==> src/rtl/regime_encoder.sv <==
// Sequential posit regime encoder: run of identical bits, terminator, then MSB-aligned tail.
// Build option: define SEED_SATURATE_EN to expose the sat (seed clamped) output.
module regime_encoder #(
  parameter int BITS = 32
) (
  input  logic                   clk,
  input  logic                   reset,
  input  logic                   in_valid,
  output logic                   in_ready,
  input  logic signed [BITS-1:0] seed,
  input  logic        [BITS-1:0] tail,
  input  logic                   sign,
  output logic                   out_valid,
  input  logic                   out_ready,
  output logic        [BITS-1:0] posit
`ifdef SEED_SATURATE_EN
  ,
  output logic                   sat
`endif
);

  localparam int CW = $clog2(BITS) + 1;
  localparam logic signed [BITS-1:0] K_MAX = BITS'(BITS - 2);
  localparam logic signed [BITS-1:0] K_MIN = BITS'(2 - BITS);

  typedef enum logic [2:0] {
    IDLE,
    RUN,
    TERM,
    FILL,
    DONE
  } state_t;

  state_t state, state_nxt;

  logic        [CW-1:0]   cnt;
  logic signed [CW-1:0]   pos;
  logic        [CW-2:0]   pos_idx;
  logic        [BITS-2:0] work;
  logic        [BITS-1:0] tail_q;
  logic                   sign_q;
  logic                   run_bit;

  logic        [CW-1:0]   r_init;
  logic                   run_bit_init;
  logic                   clamp;
  logic        [CW-1:0]   shamt;
  logic        [BITS-1:0] tail_sh;
  logic        [BITS-2:0] fill_bits;

  // Clamped seeds keep their sign, so the run bit still follows seed's MSB.
  always_comb begin
    clamp        = 1'b0;
    run_bit_init = ~seed[BITS-1];
    r_init       = '0;
    if (seed > K_MAX) begin
      clamp  = 1'b1;
      r_init = CW'(BITS - 1);
    end else if (seed < K_MIN) begin
      clamp  = 1'b1;
      r_init = CW'(BITS - 2);
    end else if (seed[BITS-1]) begin
      r_init = CW'(-seed);
    end else begin
      r_init = CW'(seed + 1'b1);
    end
  end

  assign pos_idx = pos[CW-2:0];

  // Tail MSB lands at bit pos-1; shift amount is BITS-pos, only used when pos>0.
  always_comb begin
    shamt     = CW'(BITS) - $unsigned(pos);
    tail_sh   = tail_q >> shamt;
    fill_bits = '0;
    if (pos > 0) begin
      fill_bits = tail_sh[BITS-2:0];
    end
  end

  always_ff @(posedge clk) begin
    if (reset) begin
      state <= IDLE;
    end else begin
      state <= state_nxt;
    end
  end

  always_comb begin
    state_nxt = state;
    in_ready  = 1'b0;
    out_valid = 1'b0;
    case (state)
      IDLE: begin
        in_ready = 1'b1;
        if (in_valid) begin
          state_nxt = RUN;
        end
      end
      RUN: begin
        if (cnt == CW'(1)) begin
          state_nxt = TERM;
        end
      end
      TERM:    state_nxt = FILL;
      FILL:    state_nxt = DONE;
      DONE: begin
        out_valid = 1'b1;
        if (out_ready) begin
          state_nxt = IDLE;
        end
      end
      default: state_nxt = IDLE;
    endcase
  end

  always_ff @(posedge clk) begin
    if (reset) begin
      cnt     <= '0;
      pos     <= '0;
      work    <= '0;
      tail_q  <= '0;
      sign_q  <= 1'b0;
      run_bit <= 1'b0;
      posit   <= '0;
    end else begin
      case (state)
        IDLE: begin
          if (in_valid) begin
            tail_q  <= tail;
            sign_q  <= sign;
            run_bit <= run_bit_init;
            cnt     <= r_init;
            pos     <= CW'(BITS - 2);
            work    <= '0;
          end
        end
        RUN: begin
          work[pos_idx] <= run_bit;
          pos           <= pos - 1'b1;
          cnt           <= cnt - 1'b1;
        end
        TERM: begin
          if (!pos[CW-1]) begin
            work[pos_idx] <= ~run_bit;
          end
        end
        FILL: begin
          posit <= {sign_q, work | fill_bits};
        end
        default: ;
      endcase
    end
  end

`ifdef SEED_SATURATE_EN
  logic sat_q;

  always_ff @(posedge clk) begin
    if (reset) begin
      sat_q <= 1'b0;
    end else if (state == IDLE && in_valid) begin
      sat_q <= clamp;
    end
  end

  assign sat = sat_q & (state == DONE);
`endif

endmodule

==> config.mk <==
export PLATFORM = sky130hd
export DESIGN_NAME = regime_encoder
export DESIGN_NICKNAME = d
export VERILOG_FILES = /design/src/rtl/regime_encoder.sv
export SDC_FILE = /design/constraint.sdc
export NUM_CORES = 1
export LEC_CHECK = 0
export CORE_MARGIN = 2
export CORE_UTILIZATION = 45
export DETAILED_ROUTE_END_ITERATION = 10
export HOLD_SLACK_MARGIN = 0.05
export PLACE_DENSITY = 0.68
export SLEW_MARGIN = 25
export SYNTH_ARGS = -nofsm -noshare
export SYNTH_HDL_FRONTEND = slang
export SYNTH_SLANG_ARGS = --single-unit
==> constraint.sdc <==
create_clock -name clk -period 7.58 [get_ports clk]
set_clock_uncertainty 0.15 [all_clocks]
set_input_delay 0.758 -clock clk [delete_from_list [all_inputs] [get_ports clk]]
set_output_delay 0.758 -clock clk [all_outputs]
set_load 0.005 [all_outputs]
==> impl_metrics.py, run 1 <==
metrics = {
    "outcome": {
        "status": "complete, no violations",
    },
    "min_path": {
        "min_from": "sign_q$_SDFFE_PP0P_",
        "hold_depth": 2,
        "hold-path-endpoint": "posit[31]$_SDFFE_PP0P_",
        "hold_path_class": "register to register",
    },
    "floorplanning": {
        "pin_count": 103,
        "start_util_pct": 46.3,
        "rows": 44,
        "fp.dieH_microns": 127,
        "die_x_microns": 127,
        "dieArea_sq_um": 16100,
        "core_area_sq_um": 14600,
    },
    "placed_design": {
        "gp_congestion": 0.931,
        "placed_cell_area_sq_um": 7770,
        "dpl.hpwl_microns": 13900,
        "numPortBuffers": 102,
    },
    "logic_synthesis": {
        "muxShareOfSynthArea_pct": 15.4,
        "yosysWarnings": 0,
        "synth.distinct_cells": 67,
        "netlist_area_sq_um": 6780,
        "ys.flop_type": "dfxtp_1",
        "syn_nets": 872,
        "synth-seq-cells": 112,
        "synth-async-reset-ratio_pct": 0,
        "yosys.area_share.simple_pct": 21.6,
        "synth_edf_count": 0,
        "synth-xor-area-share_pct": 1.42,
        "synth_fa_ha_area_share_pct": 1.66,
        "synth_top_family_by_area": "simple AND/OR/NAND/NOR gates",
        "syn-instance-count": 794,
        "yosysSeqAreaShare_pct": 33.1,
        "synth.avg_cell_area_sq_um": 8.54,
        "synth-compound-area-share_pct": 21.1,
    },
    "timing": {
        "setup_violations": 0,
        "tightest_slew_ps": 1000,
        "slew_headroom_pct": 33.0,
        "fin_crit_sh_pct": 42.1,
        "slew_viol_final": 0,
        "fmax_ghz": 0.314,
        "hold_viol": 0,
        "post-route-min-period_ps": 3190,
        "rsz0062_at_grt": "false",
        "setup_tns_ps": 0,
    },
    "clock_network": {
        "cts_repair_resize_count": 0,
        "cts.clk_slew.worst_paths_ps": 70,
        "clk_latency_ps": 360,
        "clock_path_buffers": 2,
        "cts_setup_buffers": 0,
        "clockRootBuffer": "clkbuf_16",
        "htree_levels": 3,
        "numCtsBuffers": 9,
        "cts_num_sinks": 112,
        "postCtsHoldBufs": 0,
        "cts_tree": "built",
    },
    "setup_path": {
        "r2r-start": "pos[1]$_SDFFE_PP0P_",
        "critical_path_class": "register to register",
        "ff2ff_path_depth": 8,
        "path_max_fanout": 38,
        "crit_path_end_kind": "register",
        "r2r_slack_ps": 4390,
        "cp.required_ps": 7710,
        "start_kind": "register",
        "arrival_ps": 3320,
        "reg2reg_to": "posit[1]$_SDFFE_PP0P_",
    },
    "global_routing": {
        "antenna_found_initial": 0,
        "top_usage_layer": "met2",
        "grt.total_usage_pct": 24.2,
        "gr-total-overflow": 0,
        "grt_start_max_net_pins": 113,
        "grt_pass1_vias": 5842,
        "met1_usage_pct": 33.4,
        "use_met2_pct": 37.3,
        "grt_use_met3_pct": 5.19,
        "grt_pass1_wl_microns": 31000,
    },
    "layout": {
        "layout-drive-gt1-share_pct": 8.39,
        "area_growth_pct": 18.4,
        "multi_input_area_sq_um": 4160,
        "fill_cells": 1348,
        "fin_area_sq_um": 8030,
        "final-seq-area_sq_um": 2240,
        "final_nets": 921,
        "utilization_pct": 54.8,
        "diodes": 0,
    },
    "pwr": {
        "vdd_drop_max_v": 0.000142,
        "pwr_density_cell_nw_per_um2": 224,
        "leakagePower_nw": 2.72,
    },
    "drt": {
        "drt_iter0_markers": 495,
        "firstDrtPassIters": 5,
        "drtAntennaViolNets": 0,
        "wirelength_microns": 19400,
        "post_drt_wl_per_cell_microns": 18.9,
        "vias": 6265,
        "viasPerCell": 6.08,
        "detail_route.drc_violations": 0,
    },
    "job": {
        "cap_violations": 0,
    },
}
[cell type report]
class | count | area share (%)
tap | 184 | 2.87
inverter | 12 | 0.561
timing repair buffer | 111 | 13.6
multi-input combinational | 597 | 51.8
clock inverter | 4 | 0.389
sequential | 112 | 27.9
clock buffer | 10 | 2.85
[worst max-delay path: stages (launching register included)]
cell and delay [ps]:
dfxtp_1 540, inv_1 130, ha_1 290, buf_4 410
mux2i_1 240, mux4_2 560, mux2i_1 380, a211oi_1 180
a211oi_1 210
[state kept, by name (all words and copies together) (netlist names)]
register	flops
sign_q	1
tail_q	32
run_bit	1
pos	6
posit	32
state	3
cnt	6
work	31
[kinds of logic after synthesis]
kind of cell	count (synthesis)
AND/OR/NAND/NOR	296
multiplexers	62
adder cells (fa/ha/maj)	9
AO/OA/AOI/OAI	219
flip-flops	112
buffers and inverters	85
XOR/XNOR	11
[per-stage QoR]
| step | setup slack (ps) | std cells | hold slack [ps] | total power, mW |
|---|---|---|---|---|
| floorplan | 4650 | 794 | 282 | 1.19 |
| global placement | 4500 | 1016 | 288 | 1.35 |
| detailed placement | 4420 | 1016 | 299 | 1.36 |
| CTS | 4410 | 1030 | 309 | 1.80 |
| global route | 4200 | 1030 | 324 | 1.90 |
| finish | 4390 | 1030 | 305 | 1.80 |
[cell usage after synthesis, types with 4 or more instances]
cell | number | share of area (%)
o21ai_0 | 18 | 1.3
inv_1 | 11 | 0.61
mux4_2 | 19 | 6.3
buf_6 | 5 | 0.83
nand4_1 | 9 | 0.83
nand2_1 | 108 | 6.0
nand3b_1 | 5 | 0.55
mux4_1 | 11 | 4.3
buf_2 | 8 | 0.59
ha_1 | 9 | 1.7
a2111oi_0 | 5 | 0.65
a211oi_1 | 35 | 3.9
or3b_2 | 4 | 0.52
nor4_1 | 9 | 0.83
nor3_1 | 29 | 2.1
nand3_1 | 9 | 0.66
a311oi_1 | 4 | 0.52
or3_1 | 34 | 3.1
o211ai_1 | 34 | 3.8
mux2_2 | 6 | 1.0
nor2_1 | 62 | 3.4
buf_1 | 5 | 0.28
clkbuf_1 | 51 | 2.8
xnor2_1 | 8 | 1.0
dfxtp_1 | 112 | 33
mux2i_1 | 26 | 3.8
a21oi_1 | 94 | 6.9
[report_power, final]
group	internal, mW	total, mW	switching (mW)
Clock	0.222	0.442	0.220
Combinational	0.269	0.677	0.408
Sequential	0.626	0.683	0.0569
Total	1.12	1.80	0.685
[worst max-delay path by stage]
stage                         from                     to  cells after the start
6_report       pos[1]$_SDFFE_PP0P_  posit[1]$_SDFFE_PP0P_                      8
5_1_grt        pos[1]$_SDFFE_PP0P_  posit[3]$_SDFFE_PP0P_                      8
4_1_cts        pos[1]$_SDFFE_PP0P_  posit[1]$_SDFFE_PP0P_                      8
3_5_place_dp   pos[1]$_SDFFE_PP0P_  posit[1]$_SDFFE_PP0P_                      8
3_3_place_gp   pos[1]$_SDFFE_PP0P_  posit[1]$_SDFFE_PP0P_                      8
2_1_floorplan  pos[0]$_SDFFE_PP0P_  posit[9]$_SDFFE_PP0P_                     11
[cell usage in the layout, fill, tap and decap left out, types with 3 or more instances in the layout]
| cell type | count |
|---|---|
| dfxtp_1 | 112 |
| nand2_1 | 107 |
| clkdlybuf4s50_1 | 101 |
| a21oi_1 | 94 |
| nor2_1 | 62 |
| a211oi_1 | 35 |
| or3_1 | 34 |
| o211ai_1 | 34 |
| nor3_1 | 29 |
| mux2i_1 | 26 |
| mux4_2 | 19 |
| o21ai_0 | 18 |
| inv_1 | 11 |
| mux4_1 | 11 |
| nand3_1 | 9 |
| nand4_1 | 9 |
| nor4_1 | 9 |
| ha_1 | 9 |
| clkbuf_16 | 9 |
| buf_4 | 9 |
| xnor2_1 | 8 |
| mux2_2 | 6 |
| nand3b_1 | 5 |
| a2111oi_0 | 5 |
| or3b_2 | 4 |
| a311oi_1 | 4 |
| nor3b_1 | 3 |
| nor2b_1 | 3 |
| nor3_2 | 3 |
| a2111oi_1 | 3 |
[metal layers]
layer	share of wire [%]	vias to the layer above
met5	0	-
met4	3.5	0
met3	5.6	31
met2	45	221
met1	46	2968
li1	-	3045
Power figures use the tool's default switching activity.
==> run 2: changes to the inputs <==
clock period = 3.2 ns   (was 7.58 ns; I/O delays follow)
==> run 2 against run 1 <==
Effect of this change: global-route usage decreased by 0.063 points; first-iteration DRC count down 0.61%; combinational power increased by 140%; maximum frequency up 5.8%; critical path depth did not move.
==> impl_metrics.py, run 2 (same netlist as run 1, synthesis figures left out) <==
metrics = {
    "timing": {
        "slew_headroom_pct": 47.6,
        "fmax_ghz": 0.332,
        "post-route-min-period_ps": 3010,
        "fin_crit_sh_pct": 94.2,
        "rsz0062_at_grt": "false",
        "setup_violations": 0,
        "tightest_slew_ps": 786,
        "hold_viol": 0,
        "setup_tns_ps": 0,
        "slew_viol_final": 0,
    },
    "placed_design": {
        "numPortBuffers": 102,
        "dpl.hpwl_microns": 14300,
        "dpl.cell_count": 1023,
        "gp_congestion": 0.946,
    },
    "setup_path": {
        "arrival_ps": 3090,
        "crit_buf_inv": 2,
        "path_delay_family": "compound AO/OA/AOI/OAI gates",
        "cp.required_ps": 3280,
        "critical_path_class": "register to register",
        "path_max_fanout": 38,
        "slowest_delay_ps": 630,
        "start_kind": "register",
        "crit_path_end_kind": "register",
        "path_cells": "inv_1 -> ha_1 -> buf_12 -> mux2i_1 -> mux2_2 -> o21ai_0 -> a2111oi_0 -> a211oi_1",
        "cp_slowest_cell": "a2111oi_0",
    },
    "floorplanning": {
        "pin_count": 103,
        "start_util_pct": 46.3,
        "dieArea_sq_um": 16100,
        "fp.dieH_microns": 127,
        "die_x_microns": 127,
        "core_area_sq_um": 14600,
        "rows": 44,
    },
    "layout": {
        "stdcell_count": 1039,
        "diodes": 0,
        "mostFrequentLayoutCells": "112 x dfxtp_1, 107 x nand2_1, 101 x clkdlybuf4s50_1",
        "layout-drive-gt1-share_pct": 9.59,
        "reg_top3": "posit (32), tail_q (32), work (31)",
        "utilization_pct": 55.4,
        "multi_input_area_sq_um": 4180,
        "final-seq-area_sq_um": 2240,
        "area_growth_pct": 19.5,
        "fill_cells": 1337,
        "final_nets": 928,
        "layout_commonest_cell": "dfxtp_1",
    },
    "clock_network": {
        "cts_num_sinks": 112,
        "clock_path_buffers": 2,
        "numCtsBuffers": 9,
        "htree_levels": 3,
        "cts_tree": "built",
        "cts.clk_slew.worst_paths_ps": 70,
        "clockRootBuffer": "clkbuf_16",
        "clk_latency_ps": 360,
    },
    "global_routing": {
        "grt_pass1_wl_microns": 30900,
        "grt.total_usage_pct": 24.1,
        "antenna_found_initial": 0,
        "grt_pass1_vias": 5832,
        "gr-total-overflow": 0,
        "grt_start_max_net_pins": 59,
    },
    "drt": {
        "vias": 6325,
        "firstDrtPassIters": 4,
        "detail_route.drc_violations": 0,
        "viasPerCell": 6.09,
        "drt_iter0_markers": 492,
        "post_drt_wl_per_cell_microns": 18.6,
        "drtAntennaViolNets": 0,
        "wirelength_microns": 19300,
    },
    "pwr": {
        "pwr-share-comb_pct": 37.8,
        "p_int_mw": 2.67,
        "power.total_mw": 4.28,
        "switching_share_pct": 37.6,
        "switchingPower_mw": 1.61,
        "pwr_density_cell_nw_per_um2": 528,
        "vdd_drop_max_v": 0.000322,
        "clkPwrFrac_pct": 24.4,
        "p_seq_share_pct": 37.7,
        "leakagePower_nw": 2.76,
    },
    "min_path": {
        "hold_path_class": "primary input to register",
    },
    "job": {
        "cap_violations": 0,
    },
    "outcome": {
        "status": "complete, no violations",
    },
}
-- run 2: changes by cell type in the layout (fill, tap and decap cells not counted), moves of 2 or more --
cell / change
inv_6: -2
buf_4: +7
clkinv_2: +3
a2111oi_2: +2
-- run 2: area by class of cell --
class / count / share of cell area, %
repair buffers: 118 / 14.2
inverters: 12 / 0.555
multi-input cells: 597 / 51.5
clock buffers: 10 / 2.82
well taps: 184 / 2.84
flip-flops and latches: 112 / 27.7
clock inverters: 6 / 0.447
-- run 2: metal layers --
metal	global-route usage, %	up-vias	routed length, microns	part of all wire [%]
li1	-	3055	-	-
met3	3.67	26	980	5.1
met1	33.5	3032	8760	45
met4	7.95	0	423	2.2
met5	0	-	0	0
met2	38.9	212	9110	47
-- run 2: what timing repair did --
| action | 4_1_cts | 5_1_grt |
|---|---|---|
| gates resized for setup | 0 | 3 |
| setup buffers | 0 | 0 |
| setup endpoints to repair | 0 | 2 |
| hold buffers | 0 | 0 |
-- run 2: power groups by stage --
| stage | clock network, mW | logic (mW) | registers, mW |
|---|---|---|---|
| 2_1_floorplan | 0 | 1.24 | 1.58 |
| 3_3_place_gp | 0 | 1.56 | 1.64 |
| 3_5_place_dp | 0 | 1.59 | 1.65 |
| 4_1_cts | 1.07 | 1.60 | 1.61 |
| 5_1_grt | 1.12 | 1.76 | 1.63 |
| 6_report | 1.05 | 1.62 | 1.62 |
-- run 2: worst paths after layout --
kind,startpoint,end,slack (ps),cells after the start
min,reset,state[2]$_SDFFE_PP0P_,290,2
max,pos[1]$_SDFFE_PP0P_,posit[4]$_SDFFE_PP0P_,190,8
max reg2reg,pos[1]$_SDFFE_PP0P_,posit[4]$_SDFFE_PP0P_,190,8
min reg2reg,sign_q$_SDFFE_PP0P_,sign_q$_SDFFE_PP0P_,310,2
-- run 2: metrics by stage --
stage	hold slack [ps]	cell area (sq um)	worst slack, ps
floorplan	282	6780	269
global placement	292	7830	86.6
detailed placement	300	7830	47.5
CTS	296	8100	37.5
global route	332	8110	60.2
finish	291	8110	187
==> run 3: changes to the inputs <==
SKIP_LAST_GASP = 1   (was not set)
==> run 3 against run 2 <==
Effect of this change: sequential share of layout area about the same; critical path depth did not move; clock power hardly changed; largest cell class unchanged; clock-buffer cell count unchanged; sequential cell count unchanged; combinational power barely moved; wire length grew 0.42%; maximum frequency shrank 3.9%; sequential power hardly changed.
==> impl_metrics.py, run 3 (same netlist as run 1, synthesis figures left out) <==
metrics = {
    "global_routing": {
        "grt_start_max_net_pins": 59,
        "grt_pass1_wl_microns": 30900,
        "grt_pass1_vias": 5832,
        "grt.total_usage_pct": 24.1,
        "antenna_found_initial": 0,
        "gr-total-overflow": 0,
    },
    "drt": {
        "firstDrtPassIters": 5,
        "vias": 6395,
        "drtAntennaViolNets": 0,
        "wirelength_microns": 19400,
        "detail_route.drc_violations": 0,
        "post_drt_wl_per_cell_microns": 18.6,
        "drt_iter0_markers": 495,
        "viasPerCell": 6.15,
    },
    "timing": {
        "tightest_slew_ps": 782,
        "fin_crit_sh_pct": 98.0,
        "hold_viol": 0,
        "setup_violations": 0,
        "fin_ws_ps": 65.0,
        "post-route-min-period_ps": 3140,
        "rsz0062_at_grt": "true",
        "slew_headroom_pct": 47.9,
        "fmax_ghz": 0.319,
        "slew_viol_final": 0,
    },
    "clock_network": {
        "cts_tree": "built",
        "clk_latency_ps": 360,
        "clockRootBuffer": "clkbuf_16",
        "cts_num_sinks": 112,
        "htree_levels": 3,
        "clock_path_buffers": 2,
        "cts_setup_buffers": 0,
        "numCtsBuffers": 9,
        "cts_repair_resize_count": 0,
        "postCtsHoldBufs": 0,
        "cts.clk_slew.worst_paths_ps": 70,
    },
    "floorplanning": {
        "pin_count": 103,
        "die_x_microns": 127,
        "dieArea_sq_um": 16100,
        "rows": 44,
        "start_util_pct": 46.3,
        "fp.dieH_microns": 127,
        "core_area_sq_um": 14600,
    },
    "setup_path": {
        "arrival_ps": 3210,
        "cp.required_ps": 3270,
        "critical_path_class": "register to register",
        "slowest_delay_ps": 730,
        "path_max_fanout": 38,
        "crit_path_end_kind": "register",
        "cp_slowest_cell": "a2111oi_1",
        "ff2ff_path_depth": 8,
        "start_kind": "register",
        "path_cells": "inv_1 -> ha_1 -> buf_12 -> mux4_2 -> mux2i_1 -> mux2i_1 -> a2111oi_1 -> nor3_1",
        "path_common_cell": "mux2i_1",
    },
    "placed_design": {
        "numPortBuffers": 102,
        "dpl.hpwl_microns": 14300,
        "placed_cell_area_sq_um": 7830,
        "place_ws_ps": 47.5,
        "gp_congestion": 0.946,
    },
    "outcome": {
        "status": "complete, no violations",
    },
    "layout": {
        "mostFrequentLayoutCells": "112 x dfxtp_1, 107 x nand2_1, 101 x clkdlybuf4s50_1",
        "layout_commonest_cell": "dfxtp_1",
        "layout-drive-gt1-share_pct": 9.47,
        "final_nets": 928,
        "area_growth_pct": 19.5,
        "fill_cells": 1338,
        "final-seq-area_sq_um": 2240,
        "diodes": 0,
        "reg_top3": "posit (32), tail_q (32), work (31)",
        "fin_area_sq_um": 8100,
        "multi_input_area_sq_um": 4170,
    },
    "pwr": {
        "leakagePower_nw": 2.76,
        "power.total_mw": 4.28,
        "pwr_density_cell_nw_per_um2": 528,
        "vdd_drop_max_v": 0.000321,
    },
    "min_path": {
        "hold_depth": 2,
        "hold_path_class": "primary input to register",
    },
    "job": {
        "cap_violations": 0,
    },
}
-- run 3: power by group --
| group | total, mW | leakage [nW] | internal (mW) | switching, mW |
|---|---|---|---|---|
| sequential | 1.62 | 0.911 | 1.48 | 0.134 |
| combinational | 1.62 | 1.72 | 0.665 | 0.953 |
| clock | 1.05 | 0.132 | 0.525 | 0.523 |
-- run 3: worst paths after layout --
kind	start	to	slack [ps]
setup / recovery	pos[1]$_SDFFE_PP0P_	posit[9]$_SDFFE_PP0P_	60
hold / removal	reset	state[2]$_SDFFE_PP0P_	300
setup reg to reg	pos[1]$_SDFFE_PP0P_	posit[9]$_SDFFE_PP0P_	60
hold reg to reg	sign_q$_SDFFE_PP0P_	sign_q$_SDFFE_PP0P_	310
-- run 3: critical path: cells and delay by family (launching register included) --
kind | cells | cell delay (ps)
buf+inv | 2 | 340
fa+ha+maj | 1 | 330
simple gates | 1 | 80
compound gates | 1 | 730
flops | 1 | 540
mux | 3 | 810
-- run 3: metrics by stage --
stage	util, %	TNS [ps]	hold WS (ps)	std cells
after global placement	53.5	0	292	1023
after CTS	55.3	0	296	1039
after global routing	55.3	-51.0	332	1039
after detailed placement	53.5	0	300	1023
final	55.3	0	296	1039
after floorplan	-	0	282	794
-- run 3: layer usage --
| layer | track usage, % | vias up | routed length [microns] |
|---|---|---|---|
| met3 | 3.67 | 22 | 981 |
| met4 | 7.95 | 0 | 409 |
| met1 | 33.5 | 3102 | 8790 |
| met5 | 0 | - | 0 |
| li1 | - | 3054 | - |
| met2 | 38.9 | 217 | 9180 |
-- run 3: final cells by class --
class                   instances  share of cell area (%)
clock buffers                  10                    2.83
inverters                      12                   0.556
multi-input cells             597                    51.5
well taps                     184                    2.84
repair buffers                118                    14.2
flip-flops and latches        112                    27.7
clock inverters                 6                   0.448
